<file path="src/rtl/cpu_fpu_issue.sv">
// FP issue stage: holds one operation against a variable-latency FPU and presents the result to writeback.
// Optional one-entry skid buffer, enabled by defining FPU_ISSUE_SKID_EN.
module cpu_fpu_issue (
    input  logic        i_clock,
    input  logic        i_reset,
    input  logic        i_valid,
    output logic        o_ready,
    input  logic [4:0]  i_op,
    input  logic [31:0] i_op1,
    input  logic [31:0] i_op2,
    input  logic [31:0] i_op3,
    input  logic [4:0]  i_rd,
    input  logic        i_rd_int,
    output logic        o_fpu_request,
    output logic [4:0]  o_fpu_op,
    output logic [31:0] o_fpu_op1,
    output logic [31:0] o_fpu_op2,
    output logic [31:0] o_fpu_op3,
    input  logic        i_fpu_ready,
    input  logic [31:0] i_fpu_result,
    output logic        o_valid,
    input  logic        i_wb_ready,
    output logic [31:0] o_result,
    output logic [4:0]  o_rd,
    output logic        o_rd_int,
    input  logic        i_flush,
    output logic [31:0] o_busy_cycles
);

    typedef enum logic [1:0] {
        ST_IDLE,
        ST_BUSY,
        ST_DONE,
        ST_DRAIN
    } state_e;

    typedef struct packed {
        logic [4:0]  op;
        logic [31:0] op1;
        logic [31:0] op2;
        logic [31:0] op3;
        logic [4:0]  rd;
        logic        rd_int;
    } req_t;

    state_e      state_q, state_d;
    req_t        req_q, req_d;
    req_t        in_req;
    req_t        pend_req;
    logic [31:0] result_q, result_d;
    logic [31:0] busy_q, busy_d;
    logic        pend_valid;
    logic        accept;
    logic        in_flight;

    assign in_req    = {i_op, i_op1, i_op2, i_op3, i_rd, i_rd_int};
    assign accept    = i_valid & o_ready;
    assign in_flight = (state_q == ST_BUSY) | (state_q == ST_DRAIN);

`ifdef FPU_ISSUE_SKID_EN
    req_t skid_q, skid_d;
    logic skid_valid_q, skid_valid_d;
    logic skid_bypass;

    assign o_ready     = ~skid_valid_q & ~i_flush;
    assign pend_valid  = skid_valid_q & ~i_flush;
    assign pend_req    = skid_q;
    // States where an operation goes straight into the main register instead of the skid.
    assign skid_bypass = (state_q == ST_IDLE) | ((state_q == ST_DONE) & i_wb_ready);

    always_comb begin
        skid_d       = skid_q;
        skid_valid_d = skid_valid_q;
        if (i_flush) begin
            skid_valid_d = 1'b0;
        end else if (accept & ~skid_bypass) begin
            skid_d       = in_req;
            skid_valid_d = 1'b1;
        end else if (skid_valid_q & skid_bypass) begin
            skid_valid_d = 1'b0;
        end
    end

    always_ff @(posedge i_clock or negedge i_reset) begin
        if (!i_reset) begin
            skid_q       <= '0;
            skid_valid_q <= 1'b0;
        end else begin
            skid_q       <= skid_d;
            skid_valid_q <= skid_valid_d;
        end
    end
`else
    assign o_ready    = (state_q == ST_IDLE) & ~i_flush;
    assign pend_valid = 1'b0;
    assign pend_req   = '0;
`endif

    // NOTE: every next-state signal gets its hold value first, so no path through the case infers a latch.
    always_comb begin
        state_d  = state_q;
        req_d    = req_q;
        result_d = result_q;
        busy_d   = busy_q + {31'd0, in_flight};
        case (state_q)
            ST_IDLE: begin
                if (pend_valid) begin
                    req_d   = pend_req;
                    state_d = ST_BUSY;
                end else if (accept) begin
                    req_d   = in_req;
                    state_d = ST_BUSY;
                end
            end
            ST_BUSY: begin
                // A flush that coincides with the FPU finishing has nothing left to drain.
                if (i_flush) begin
                    state_d = i_fpu_ready ? ST_IDLE : ST_DRAIN;
                end else if (i_fpu_ready) begin
                    result_d = i_fpu_result;
                    state_d  = ST_DONE;
                end
            end
            ST_DONE: begin
                if (i_flush) begin
                    state_d = ST_IDLE;
                end else if (i_wb_ready) begin
                    if (pend_valid) begin
                        req_d   = pend_req;
                        state_d = ST_BUSY;
                    end else if (accept) begin
                        req_d   = in_req;
                        state_d = ST_BUSY;
                    end else begin
                        state_d = ST_IDLE;
                    end
                end
            end
            ST_DRAIN: begin
                if (i_fpu_ready) begin
                    state_d = ST_IDLE;
                end
            end
            default: state_d = ST_IDLE;
        endcase
    end

    // NOTE: the payload registers are reset too, because the FPU operand and writeback ports must read zero during reset.
    always_ff @(posedge i_clock or negedge i_reset) begin
        if (!i_reset) begin
            state_q  <= ST_IDLE;
            req_q    <= '0;
            result_q <= '0;
            busy_q   <= '0;
        end else begin
            // NOTE: non-blocking assignments keep every register updating from the same pre-edge values.
            state_q  <= state_d;
            req_q    <= req_d;
            result_q <= result_d;
            busy_q   <= busy_d;
        end
    end

    assign o_fpu_request = in_flight;
    assign o_fpu_op      = req_q.op;
    assign o_fpu_op1     = req_q.op1;
    assign o_fpu_op2     = req_q.op2;
    assign o_fpu_op3     = req_q.op3;
    assign o_valid       = (state_q == ST_DONE);
    assign o_result      = result_q;
    assign o_rd          = req_q.rd;
    assign o_rd_int      = req_q.rd_int;
    assign o_busy_cycles = busy_q;

endmodule

</file>
<file path="config.mk">
export PLATFORM = sky130hd
export DESIGN_NAME = cpu_fpu_issue
export DESIGN_NICKNAME = d
export VERILOG_FILES = /design/src/rtl/cpu_fpu_issue.sv
export SDC_FILE = /design/constraint.sdc
export NUM_CORES = 1
export LEC_CHECK = 0
export ABC_AREA = 1
export CORE_ASPECT_RATIO = 0.75
export CORE_MARGIN = 2
export CORE_UTILIZATION = 42
export DETAILED_ROUTE_END_ITERATION = 12
export HOLD_SLACK_MARGIN = 0.1
export PLACE_DENSITY = 0.85
export SETUP_SLACK_MARGIN = 0.02
export SYNTH_ARGS = -nofsm -noshare
export SYNTH_HDL_FRONTEND = slang
export SYNTH_SLANG_ARGS = --single-unit
</file>
<file path="constraint.sdc">
create_clock -name i_clock -period 2.15 [get_ports i_clock]
set_clock_uncertainty 0.15 [all_clocks]
set_input_delay 0.3225 -clock i_clock [delete_from_list [all_inputs] [get_ports i_clock]]
set_output_delay 0.3225 -clock i_clock [all_outputs]
set_load 0.005 [all_outputs]
</file>
==> summary.log, run 1 <==
INFO  die            initial_core_util=43.07%
INFO  placed_design  placement.io_buffers=318
INFO  status         run_status=finished, final reports clean
INFO  global_routing antenna_violations_before_repair=1
INFO  worst_setup_path required_time_at_the_worst_slack_endpoint=1680ps
INFO  power          power.density_cell_area=1177mW/mm^2
INFO  worst_setup_path worst_setup_path_startpoint=state_q[0]$_DFFE_PN0P_
INFO  placed_design  placed_cell_area=0.01073sqmm
INFO  logic_synthesis synth_cells=851
INFO  clock_tree     cts_root_buffer=sky130_fd_sc_hd__clkbuf_16
INFO  clock_tree     number_of_sinks_on_the_clock_net=173
INFO  logic_synthesis synthDistinctLibCells=21
INFO  logic_synthesis yosys_register_bits=173
INFO  logic_synthesis post_synth_instance_area=0.007291sqmm
INFO  sta            slew_headroom=72.51%
INFO  global_routing grt_first_pass_wirelength=35100microns
INFO  finish         synthToLayoutAreaGrowth=55.10%
INFO  worst_setup_path setup.worst_path.end_class=output port
INFO  sta            hold_viol_final=0
INFO  global_routing globalRouteOverflowTotal=0
INFO  placed_design  place.detailed.hpwl=16020microns
INFO  worst_setup_path arrival=1590ps
INFO  power          vdd.ir_drop.worst=0.6365mV
INFO  sta            min_period_over_period=95.84%
INFO  sta            setup_total_negative_slack=0ps
INFO  sta            worst_pin_slew=412.3ps
INFO  global_routing grtUsageTotal=24.51%
INFO  routing        dr_pass1_iterations=5
INFO  sta            final_min_period=2061ps
INFO  routing        drt_iter0_drc=435
INFO  routing        detail-route-antenna-nets=0
INFO  sta            setup_repair_after_global_routing_missed_its_margin=no
INFO  worst_setup_path critPathMaxFanout=6
INFO  sta            maxSlewViolCount=0
INFO  worst_setup_path cp-start-kind=flop
INFO  finish         post-route-util=66.80%
INFO  die            dieArea=0.01844sqmm
INFO  clock_tree     cts_inserted_buffers=17
INFO  placed_design  gp_routability_congestion=0.9092
INFO  clock_tree     tritoncts=yes
INFO  die            die_h=118.1microns
INFO  worst_setup_path worstSetupPathType=reg -> out
INFO  routing        route.vias.total=6800
INFO  die            die-width=156.1microns
INFO  sta            fmaxAchievable=485.3MHz
INFO  finish         drive_above_1_share=5.017%
INFO  placed_design  placed_cells=1357
INFO  finish         final_cells=1392
INFO  hold_path      holdCritPathClass=in -> reg
INFO  power          power.leakage=5.369nW
INFO  clock_tree     clock_latency=430ps
INFO  global_routing grt_start_max_net_pins=72
INFO  global_routing first_global_vias=6810
INFO  routing        remaining_drc_errors=0
INFO  worst_setup_path timing.rr.start=state_q[0]$_DFFE_PN0P_
INFO  logic_synthesis syn_nets=998
INFO  die            placement_rows=41
INFO  clock_tree     cts-root-to-sink-buffers=2
INFO  logic_synthesis yosys_warnings=0
INFO  job            cap_viol_max_count=0
INFO  die            coreArea=0.01693sqmm
INFO  hold_path      hold_path_startpoint=i_valid
INFO  routing        post_drt_wl_per_cell=15.95microns
INFO  sta            finalSetupViolCount=0
INFO  clock_tree     htreeDepth=4
INFO  routing        vias_per_cell=4.885
INFO  logic_synthesis syn_avg_cell_area=8.567squm
INFO  die            pin_count=319
INFO  clock_tree     cts.clk_slew.worst_paths=70ps
INFO  routing        routed_wl=22200microns
INFO  logic_synthesis synth_seq_area_share=59.38%
INFO  finish         final_nets=1310
INFO  finish         layout.cell_area.non_filler=0.01131sqmm
## power breakdown
group          switching [W]  internal [W]
sequential          0.000772       0.00457
combinational        0.00203       0.00304
clock                0.00131       0.00158
## cells by family after synthesis
logic type               synth area share, %
AND/OR/NAND/NOR                        30.05
buffers and inverters                  5.955
AO/OA/AOI/OAI                          2.471
XOR/XNOR                               1.802
flip-flops                             59.38
adder cells (fa/ha/maj)               0.3432
## routing by layer
metal	part of all wire, %	track usage (%)
met5	0	0
met1	40	29.50
met2	48	40.71
met4	3.1	9.748
met3	8.4	8.027
## layout by cell type (no fill, tap or decap), drive strengths merged, types with 7 or more instances in the layout
cell / netlist / layout
nand2: 348 / 348
clkdlybuf4s50: 0 / 315
dfrtp: 173 / 173
nand3: 120 / 120
inv: 57 / 60
nor2: 49 / 49
o21ai: 36 / 36
clkbuf: 14 / 21
buf: 28 / 18
nand3b: 8 / 8
xor2: 8 / 8
xnor2: 7 / 7
## stage by stage
step | worst slack [ps] | power [W] | hold WS (ps)
floorplan | 465.4 | 0.006827 | -123.1
finish | 89.34 | 0.01331 | 128.4
detailed placement | 146.9 | 0.01050 | 74.55
CTS | 44.50 | 0.01345 | 111.3
global route | 24.12 | 0.01410 | 127.6
global placement | 132.2 | 0.01030 | 72.14
## cells in the mapped netlist
master,count,share of area [%]
sky130_fd_sc_hd__inv_1,57,2.9
sky130_fd_sc_hd__nor2_4,2,0.31
sky130_fd_sc_hd__nand2_4,1,0.15
sky130_fd_sc_hd__buf_2,20,1.4
sky130_fd_sc_hd__nand3_1,119,8.2
sky130_fd_sc_hd__nand2_1,347,18
sky130_fd_sc_hd__buf_6,3,0.46
sky130_fd_sc_hd__clkbuf_1,14,0.72
sky130_fd_sc_hd__buf_4,4,0.41
sky130_fd_sc_hd__nand3_2,1,0.14
sky130_fd_sc_hd__nor2_2,3,0.26
sky130_fd_sc_hd__nor2_1,44,2.3
sky130_fd_sc_hd__nand3b_1,8,0.82
sky130_fd_sc_hd__o21ai_0,35,2.4
sky130_fd_sc_hd__o21ai_1,1,0.069
sky130_fd_sc_hd__buf_1,1,0.051
sky130_fd_sc_hd__xor2_1,8,0.96
sky130_fd_sc_hd__ha_1,2,0.34
sky130_fd_sc_hd__dfrtp_1,173,59
sky130_fd_sc_hd__xnor2_1,7,0.84
sky130_fd_sc_hd__nor3_1,1,0.069
## critical path, cell delays in order (launching register included)
cell	delay (ps)
sky130_fd_sc_hd__dfrtp_2	460
sky130_fd_sc_hd__nor2_2	170
sky130_fd_sc_hd__clkdlybuf4s50_1	540
## sequential cells by signal, summed over array words and instances, names as in the netlist
register,cells
o_busy_cycles,32
o_fpu_op,5
o_fpu_op1,32
o_fpu_op2,32
o_fpu_op3,32
o_rd,5
o_rd_int,1
o_result,32
state_q,2
## cell type report
cell class                 count  area (sq um)
antenna                        1         2.502
multi-input combinational    579          2540
timing repair buffer         335          3398
inverter                      57         214.0
clock inverter                11         83.83
tap                          215         269.0
sequential                   173          4330
fill                        1315          5620
clock buffer                  21         470.5
## final timing paths
check | endpoint | slack [ps] | cells after the start
setup / recovery | o_valid | 90 | 2
hold / removal | o_fpu_op2[26]$_DFFE_PN0P_ | 130 | 3
setup reg to reg | o_busy_cycles[20]$_DFF_PN0_ | 170 | 9
hold reg to reg | o_fpu_op3[18]$_DFFE_PN0P_ | 320 | 2
max in group asynchronous | o_fpu_op2[7]$_DFFE_PN0P_ | 980 | 3
min in group asynchronous | o_fpu_op3[24]$_DFFE_PN0P_ | 190 | 2
## timing repair
action | in CTS | in global routing
endpoints found under the setup margin | 2 | 5
hold endpoints to repair | 173 | 0
hold buffers | 1 | 0
gates resized for setup | 2 | 2
buffers inserted | 1 | 0
Power figures use the tool's default switching activity.
==> run 2: changes to the inputs <==
- SETUP_SLACK_MARGIN: 0.02 -> 0.05
==> summary.log, run 2 (synthesis gave the netlist of run 1 again) <==
INFO  power          p_int=0.009191W
INFO  clock_tree     tritoncts=yes
INFO  global_routing grt_start_max_net_pins=72
INFO  routing        dr_pass1_iterations=5
INFO  worst_setup_path r2r_setup_slack=250ps
INFO  finish         final_common_cell=sky130_fd_sc_hd__nand2_1
INFO  worst_setup_path setup.worst_path.end_class=output port
INFO  power          totalPowerFinal=0.01331W
INFO  sta            fmaxAchievable=517.0MHz
INFO  power          power.switching_fraction=30.94%
INFO  job            cap_viol_max_count=0
INFO  die            placement_rows=41
INFO  finish         mostFrequentLayoutCells=sky130_fd_sc_hd__nand2_1 (347), sky130_fd_sc_hd__clkdlybuf4s50_1 (314), sky130_fd_sc_hd__dfrtp_1 (172)
INFO  die            pin_count=319
INFO  global_routing groute.layer.met2.usage=40.57%
INFO  finish         final_nets=1310
INFO  hold_path      hold_path_depth=3
INFO  routing        routed_wl=22220microns
INFO  placed_design  place_ws=146.9ps
INFO  sta            setup_repair_after_global_routing_missed_its_margin=yes
INFO  worst_setup_path required_time_at_the_worst_slack_endpoint=1680ps
INFO  power          p_sw=0.004117W
INFO  die            coreArea=0.01693sqmm
INFO  power          comb_power_share=38.1%
INFO  die            dieArea=0.01844sqmm
INFO  finish         synthToLayoutAreaGrowth=55.17%
INFO  finish         final_cells=1392
INFO  sta            finalSetupViolCount=0
INFO  global_routing grtUsageMet3=8.027%
INFO  global_routing grtUsageTotal=24.54%
INFO  sta            hold_viol_final=0
INFO  global_routing globalRouteOverflowTotal=0
INFO  worst_setup_path worstSetupPathType=reg -> out
INFO  worst_setup_path arrival=1460ps
INFO  hold_path      holdCritPathClass=in -> reg
INFO  status         run_status=finished, final reports clean
INFO  hold_path      hold_end=o_fpu_op2[26]$_DFFE_PN0P_
INFO  die            initial_core_util=43.07%
INFO  global_routing grt_first_pass_wirelength=35110microns
INFO  routing        detail-route-antenna-nets=0
INFO  sta            setup_total_negative_slack=0ps
INFO  die            die-width=156.1microns
INFO  clock_tree     cts_root_buffer=sky130_fd_sc_hd__clkbuf_16
INFO  clock_tree     clock_latency=430ps
INFO  power          power.leakage=5.385nW
INFO  power          share_seq_of_total_power=40.1%
INFO  placed_design  gp_routability_congestion=0.9092
INFO  global_routing grtUsageMet1=29.50%
INFO  sta            final_critical_path_setup_slack=215.9ps
INFO  routing        vias_per_cell=4.861
INFO  routing        remaining_drc_errors=0
INFO  worst_setup_path reg2reg_to=o_busy_cycles[20]$_DFF_PN0_
INFO  routing        drt_iter0_drc=416
INFO  placed_design  placed_cells=1357
INFO  worst_setup_path timing.rr.start=state_q[0]$_DFFE_PN0P_
INFO  sta            maxSlewViolCount=0
INFO  clock_tree     number_of_sinks_on_the_clock_net=173
INFO  global_routing grt_most_used_layer=met2
INFO  power          vdd.ir_drop.worst=0.6364mV
INFO  clock_tree     cts_inserted_buffers=17
INFO  sta            final_min_period=1934ps
INFO  routing        post_drt_wl_per_cell=15.96microns
INFO  die            die_h=118.1microns
INFO  placed_design  placement.io_buffers=318
INFO  sta            worst_pin_slew=409.3ps
INFO  clock_tree     cts.clk_slew.worst_paths=70ps
INFO  power          pwr-share-clk=21.8%
INFO  clock_tree     cts-root-to-sink-buffers=2
INFO  finish         drive_above_1_share=5.102%
INFO  global_routing antenna_violations_before_repair=1
INFO  routing        route.vias.total=6767
INFO  hold_path      hold_path_startpoint=i_valid
INFO  clock_tree     htreeDepth=4
INFO  placed_design  place.detailed.hpwl=16020microns
INFO  sta            slew_headroom=72.71%
INFO  global_routing first_global_vias=6842
INFO  worst_setup_path rr_worst_depth=9
INFO  power          power.density_cell_area=1176mW/mm^2
INFO  worst_setup_path cp-start-kind=flop
INFO  worst_setup_path critPathMaxFanout=3
INFO  sta            min_period_over_period=89.96%
## run 2: cell types whose count changed in the layout (fill, tap and decap cells not counted)
cell	change
sky130_fd_sc_hd__clkdlybuf4s50_1	-1
sky130_fd_sc_hd__dlymetal6s2s_1	+1
sky130_fd_sc_hd__nor2_1	-1
sky130_fd_sc_hd__nor2_2	+1
## run 2: worst max path at each step
| stage | end | start |
|---|---|---|
| 2_1_floorplan | o_busy_cycles[20]$_DFF_PN0_ | state_q[0]$_DFFE_PN0P_ |
| 3_3_place_gp | o_ready | i_flush |
| 3_5_place_dp | o_ready | i_flush |
| 4_1_cts | o_valid | state_q[0]$_DFFE_PN0P_ |
| 5_1_grt | o_busy_cycles[22]$_DFF_PN0_ | state_q[0]$_DFFE_PN0P_ |
| 6_report | o_ready | state_q[1]$_DFFE_PN0P_ |
## run 2: critical path, cell delays in order, from the launching register on
cell                            delay (ps)
sky130_fd_sc_hd__dfrtp_1               380
sky130_fd_sc_hd__buf_4                 150
sky130_fd_sc_hd__nor3_2                190
sky130_fd_sc_hd__dlygate4sd2_1         330
## run 2: metrics by stage
| step | util (%) | cell area [sq um] | hold WS, ps |
|---|---|---|---|
| finish | 66.83 | 11310 | 127.5 |
| global route | 66.83 | 11310 | 127.6 |
| CTS | 66.76 | 11300 | 111.3 |
| detailed placement | 63.36 | 10730 | 74.55 |
| global placement | 63.36 | 10730 | 72.14 |
| floorplan | - | 7291 | -123.1 |
## run 2: timing repair
item | in CTS | in global routing
endpoints found under the setup margin | 2 | 5
buffers inserted | 1 | 0
hold buffers | 1 | 0
endpoints found under the hold margin | 173 | 0
gates resized for setup | 3 | 3
## run 2: power groups by stage
stage	Clock (W)	Combinational [W]	Sequential [W]
floorplan	0	0.00140	0.00543
global placement	0	0.00499	0.00531
detailed placement	0	0.00512	0.00538
CTS	0.00294	0.00516	0.00535
global route	0.00306	0.00552	0.00551
finish	0.00290	0.00507	0.00534
## run 2: area by class of cell
| class | instances | area, sq um |
|---|---|---|
| Antenna cell | 1 | 2.502 |
| Multi-Input combinational cell | 579 | 2542 |
| Clock inverter | 11 | 83.83 |
| Tap cell | 215 | 269.0 |
| Inverter | 57 | 214.0 |
| Fill cell | 1315 | 5615 |
| Sequential cell | 173 | 4330 |
| Timing Repair Buffer | 335 | 3401 |
| Clock buffer | 21 | 470.5 |
## run 2: per-layer routing
layer / part of all wire [%] / wire (microns)
met1: 40 / 8929
met2: 48 / 10690
met3: 8.6 / 1921
met4: 3.1 / 686
met5: 0 / 0
==> run 3: changes to the inputs <==
- HOLD_SLACK_MARGIN: 0.1 -> unset
==> results of run 3 <==
Same layout as run 2: the final DEF is identical, and so are final timing and power.
